### config.mk
export PLATFORM = sky130hd
export DESIGN_NAME = pipe_hazard_ctrl
export DESIGN_NICKNAME = d
export VERILOG_FILES = /design/src/rtl/pipe_hazard_ctrl.sv
export SDC_FILE = /design/constraint.sdc
export NUM_CORES = 1
export LEC_CHECK = 0
export CAP_MARGIN = 40
export CORE_MARGIN = 2
export CORE_UTILIZATION = 29
export CTS_CLUSTER_SIZE = 40
export DETAILED_ROUTE_END_ITERATION = 7
export SLEW_MARGIN = 20
export SYNTH_ARGS = -nofsm -noshare
export SYNTH_HDL_FRONTEND = slang
export SYNTH_SLANG_ARGS = --single-unit
### constraint.sdc
create_clock -name clk -period 1.9 [get_ports clk]
set_input_delay 0.475 -clock clk [delete_from_list [all_inputs] [get_ports clk]]
set_output_delay 0.475 -clock clk [all_outputs]
set_load 0.02 [all_outputs]
### src/rtl/pipe_hazard_ctrl.sv
// Stall/flush scheduler for the 5-stage pipeline: load-use interlock, taken-branch
// flush from MEM, and a wait FSM for multi-cycle data-memory accesses.
module pipe_hazard_ctrl #(
  parameter int MEM_TIMEOUT = 16,
  parameter int WAIT_W      = 5,
  parameter int CNT_W       = 16
) (
  input  logic             clk,
  input  logic             reset,
  input  logic [4:0]       ifid_rs1,
  input  logic [4:0]       ifid_rs2,
  input  logic [4:0]       idex_rd,
  input  logic             idex_memread,
  input  logic             exmem_memread,
  input  logic             exmem_memwrite,
  input  logic             exmem_br_taken,
  input  logic             dmem_ready,
  output logic             dmem_req,
  output logic             pc_write,
  output logic             pc_src,
  output logic             ifid_write,
  output logic             idex_bubble,
  output logic             flush,
  output logic             freeze,
  output logic             mem_err,
  output logic [CNT_W-1:0] stall_cnt,
  output logic [CNT_W-1:0] flush_cnt
);

  typedef enum logic [1:0] {
    S_RUN      = 2'd0,
    S_MEM_WAIT = 2'd1,
    S_ERR      = 2'd2
  } state_t;

  localparam logic [WAIT_W-1:0] TIMEOUT_V = WAIT_W'(MEM_TIMEOUT);
  localparam logic [CNT_W-1:0]  CNT_MAX   = '1;

  state_t            state;
  logic [WAIT_W-1:0] wait_cnt;
  logic              mem_err_q;

  logic mem_acc;
  logic load_use;
  logic freeze_c;
  logic branch_c;
  logic stall_c;

  // NOTE: every signal assigned in an always_comb gets a default first, so no
  // path through the block can leave it unassigned and infer a latch.
  always_comb begin
    mem_acc  = exmem_memread | exmem_memwrite;
    load_use = idex_memread && (idex_rd != 5'd0) &&
               ((idex_rd == ifid_rs1) || (idex_rd == ifid_rs2));
    freeze_c = 1'b0;
    unique case (state)
      S_RUN:      freeze_c = mem_acc && !dmem_ready;
      S_MEM_WAIT: freeze_c = !dmem_ready;
      S_ERR:      freeze_c = 1'b1;
      default:    freeze_c = 1'b0;
    endcase
    // Freeze outranks a branch flush, which outranks the load-use interlock.
    branch_c = exmem_br_taken && !freeze_c;
    stall_c  = load_use && !branch_c && !freeze_c;
  end

  always_comb begin
    dmem_req    = 1'b0;
    pc_write    = 1'b0;
    pc_src      = 1'b0;
    ifid_write  = 1'b0;
    idex_bubble = 1'b0;
    flush       = 1'b0;
    freeze      = 1'b0;
    mem_err     = 1'b0;
    if (reset) begin
      flush = 1'b1;
    end else begin
      dmem_req = mem_acc && (state != S_ERR);
      mem_err  = mem_err_q;
      if (freeze_c) begin
        freeze = 1'b1;
      end else if (branch_c) begin
        pc_src     = 1'b1;
        pc_write   = 1'b1;
        ifid_write = 1'b1;
        flush      = 1'b1;
      end else if (stall_c) begin
        idex_bubble = 1'b1;
      end else begin
        pc_write   = 1'b1;
        ifid_write = 1'b1;
      end
    end
  end

  // NOTE: state registers use non-blocking assignments so every flop samples
  // the pre-edge values regardless of statement order.
  always_ff @(posedge clk) begin
    if (reset) begin
      state     <= S_RUN;
      wait_cnt  <= '0;
      mem_err_q <= 1'b0;
      stall_cnt <= '0;
      flush_cnt <= '0;
    end else begin
      unique case (state)
        S_RUN: begin
          if (mem_acc && !dmem_ready) begin
            state    <= S_MEM_WAIT;
            wait_cnt <= WAIT_W'(1);
          end
        end
        S_MEM_WAIT: begin
          if (dmem_ready) begin
            state    <= S_RUN;
            wait_cnt <= '0;
          end else if (wait_cnt == TIMEOUT_V) begin
            state     <= S_ERR;
            mem_err_q <= 1'b1;
          end else begin
            wait_cnt <= wait_cnt + WAIT_W'(1);
          end
        end
        S_ERR: begin
          // Only reset leaves ERR; the error flag stays set until then.
          mem_err_q <= 1'b1;
        end
        default: state <= S_RUN;
      endcase

      if ((freeze_c || stall_c) && (stall_cnt != CNT_MAX))
        stall_cnt <= stall_cnt + CNT_W'(1);
      if (branch_c && (flush_cnt != CNT_MAX))
        flush_cnt <= flush_cnt + CNT_W'(1);
    end
  end

endmodule

==> results.sh <==
export IMPL_dp_hpwl_um=4310
export IMPL_rsz0062_at_grt="yes"
export IMPL_worstMarginPinSlew_ns=0.451
export IMPL_crit_arrival_ns=1.71
export IMPL_crit_path_max_fanout=2
export IMPL_hold_class="reg2reg"
export IMPL_min_period_over_period_pct=115
export IMPL_max_freq_mhz=459
export IMPL_peakVddDrop_v=0.000380
export IMPL_avgViaCountPerCell=4.86
export IMPL_slowest_stage="a211oi_4"
export IMPL_drc=0
export IMPL_required_ns=1.42
export IMPL_rows=31
export IMPL_area_growth_pct=74.2
export IMPL_finalHoldViolations=0
export IMPL_post_dp_cell_area_um2=3250
export IMPL_design_area_um2=3770
export IMPL_post_synth_cell_area_avg_um2=8.35
export IMPL_via_count=2287
export IMPL_ys_seq_area_share_pct=37.0
export IMPL_drive_gt1_share_pct=34.7
export IMPL_io_pins=62
export IMPL_die_height_um=90.3
export IMPL_end_kind="primary output"
export IMPL_n_antenna_cell=0
export IMPL_clkTransAtPathRegs_ns=0.08
export IMPL_cts_root_buf="clkbuf_8"
export IMPL_drv_cap=0
export IMPL_place_congestion=0.768
export IMPL_status="finished with violations"
export IMPL_fin_crit_ns=2.18
export IMPL_drtIter0Drc=68
export IMPL_grt_antenna_before_repair=0
export IMPL_dr_pass1_iters=4
export IMPL_die_x_um=90.3
export IMPL_cpMostUsedCell="buf_6"
export IMPL_leakage_nw=1.52
export IMPL_die_area_um2=8160
export IMPL_crit_family="buffers and inverters"
export IMPL_insertion_delay_ns=0.29
export IMPL_cp_start_kind="primary input"
export IMPL_grt_usage_pct=15.5
export IMPL_max_slew_margin_rel_pct=69.9
export IMPL_grt_max_degree=21
export IMPL_slew_viol_final=0
export IMPL_powerDensity_nw_per_um2=534
export IMPL_wl_per_cell_um=13.6
export IMPL_setup_viol=22
export IMPL_final_nets=397
export IMPL_crit_buf_inv=5
export IMPL_ys_seq_elements=40
export IMPL_initial_utilization_pct=29.8
export IMPL_skew_ns=0.00655
export IMPL_port_buffers=61
export IMPL_setup_ws_ns=-0.281
export IMPL_failed_checks="negative setup slack"
export IMPL_synthCells=259
export IMPL_crit_chain="buf_6 -> buf_6 -> xnor2_2 -> nand3_1 -> o22ai_2 -> buf_4 -> buf_6 -> a211oi_4 -> buf_6"
export IMPL_grt_pass1_vias=2226
export IMPL_yosysWarnings=0
export IMPL_cts_sinks=40
export IMPL_cts_buffers=5
export IMPL_core_area_um2=7250
export IMPL_ant_nets=0
export IMPL_grt_overflow=0
export IMPL_cts_tree="yes"
export IMPL_max_stage_delay_ns=0.27
export IMPL_htreeDepth=2
export IMPL_routed_wirelength_um=6390
export IMPL_grt_pass1_wl_um=10500
export IMPL_fillers=674
export IMPL_synth_distinct_cells=43
export IMPL_syn_num_nets=285
export IMPL_pre_cts_slack_ns=-1.07
export IMPL_cts_hold_buf=0
export IMPL_clock_path_buffers=2
export IMPL_crit_type="in2out"
export IMPL_synth_area_um2=2160
==> where the power goes <==
group | internal [mW] | switching [mW]
clock | 0.464 | 0.309
sequential | 0.849 | 0.0115
combinational | 0.203 | 0.174
==> sequential cells by signal, indices dropped and copies added (netlist names) <==
register	count
flush_cnt	16
wait_cnt	5
mem_err_q	1
stall_cnt	16
state	2
==> worst paths after layout <==
| check | slack [ns] | start | cells past startpoint | end |
|---|---|---|---|---|
| hold / removal | 0.49 | state[1] | 1 | state[0] |
| hold reg to reg | 0.49 | state[1] | 1 | state[0] |
| setup reg to reg | -0.25 | state[0] | 9 | stall_cnt[9] |
| setup / recovery | -0.28 | idex_rd[2] | 9 | pc_write |
==> metal layers <==
metal	vias up	part of all wire (%)	GRT usage (%)
li1	1155	-	-
met1	1082	47	20.2
met2	46	49	25.8
met3	4	3.6	3.42
met4	0	0.78	4.49
met5	-	0	0
==> what timing repair did <==
action | in CTS | in global routing
setup buffers | 11 | 2
gates resized for setup | 116 | 49
setup endpoints to repair | 33 | 37
pin swaps | 44 | 27
gates cloned | 1 | 0
==> layout make-up <==
cell class	instances	area (µm²)	share of cell area, %
Sequential cell	40	807	21.4
Multi-Input combinational cell	205	1610	42.8
Clock buffer	7	96.3	2.56
Tap cell	99	124	3.29
Inverter	5	18.8	0.498
Timing Repair Buffer	114	1080	28.6
Clock inverter	1	30.0	0.797
==> kinds of logic (layout without fill, tap and decap cells) <==
family	Yosys count	after routing	share of synthesized area, %
and+or+nand+nor	129	129	32.5
AOI/OAI and AO/OA	42	42	12.1
DFF	40	40	37.0
xor gates and xnor gates	23	23	9.32
buffers and inverters	14	127	3.07
muxes	7	7	3.65
adders and majority gates	4	4	2.31
==> synthesized netlist by cell type <==
library cell  instances  area share, %
a2111oi_0             1           0.41
a211oi_1              1           0.35
a21oi_1              17            3.9
a21oi_2               1           0.41
a31oi_1               2           0.58
and2_1                1           0.29
and2b_1               1           0.35
and3_1                5            1.4
and4_1                1           0.41
buf_1                 1           0.17
buf_2                 2           0.46
buf_4                 1           0.35
buf_6                 1           0.52
clkbuf_1              4           0.69
dfxtp_1              40             37
ha_1                  4            2.3
inv_1                 5           0.87
mux2_2                7            3.6
nand2_1              17            3.0
nand2b_1              3           0.87
nand3_1              11            2.5
nand4_1              13            3.8
nand4bb_1             1           0.52
nor2_1               29            5.0
nor2b_1              11            3.2
nor3_1                6            1.4
nor3_2                2           0.93
nor3b_1               2           0.69
nor4_1                7            2.0
nor4b_1               1           0.41
o21ai_0              12            2.8
o21ai_1               1           0.23
o22ai_1               1           0.29
o311a_2               1           0.52
o311ai_4              1            1.2
o31ai_1               4            1.4
or2_1                 1           0.29
or2b_1                2           0.69
or3_1                 9            2.6
or3b_1                1           0.41
or4_1                 5            1.7
xnor2_1              12            4.9
xor2_1               11            4.5
==> per-stage QoR <==
step	hold slack [ns]	power (mW)	setup TNS (ns)	util [%]	cells
after floorplan	0.479	1.02	-1.59	-	259
after global placement	0.500	1.18	-25.56	44.8	451
after detailed placement	0.501	1.18	-26.71	44.8	451
after CTS	0.499	2.02	-4.70	50.4	471
after global routing	0.532	2.09	-5.46	51.9	471
final	0.494	2.01	-3.76	51.9	471
==> cell usage in the layout, fill, tap and decap left out, drive strengths merged, types with 7 or more instances in the layout <==
master and count:
nor4 7, xor2 11, buf 64, nand4 13
nor3 8, mux2 7, nand2 17, a21oi 18
nor2 29, xnor2 12, clkbuf 13, dfxtp 40
o21ai 13, nand3 11, clkdlybuf4s50 28, or3 9
clkdlybuf4s15 7, nor2b 11
==> worst register-to-register path, cell delays in order, from the launching register on <==
cell and delay, ns:
dfxtp_4 0.38, nor3_4 0.05, o311ai_4 0.30, o311a_4 0.30
buf_6 0.10, a21oi_4 0.07, buf_6 0.14, buf_6 0.11
or4_4 0.51, a21oi_2 0.14
No activity file was read; power rests on OpenSTA's default activity.
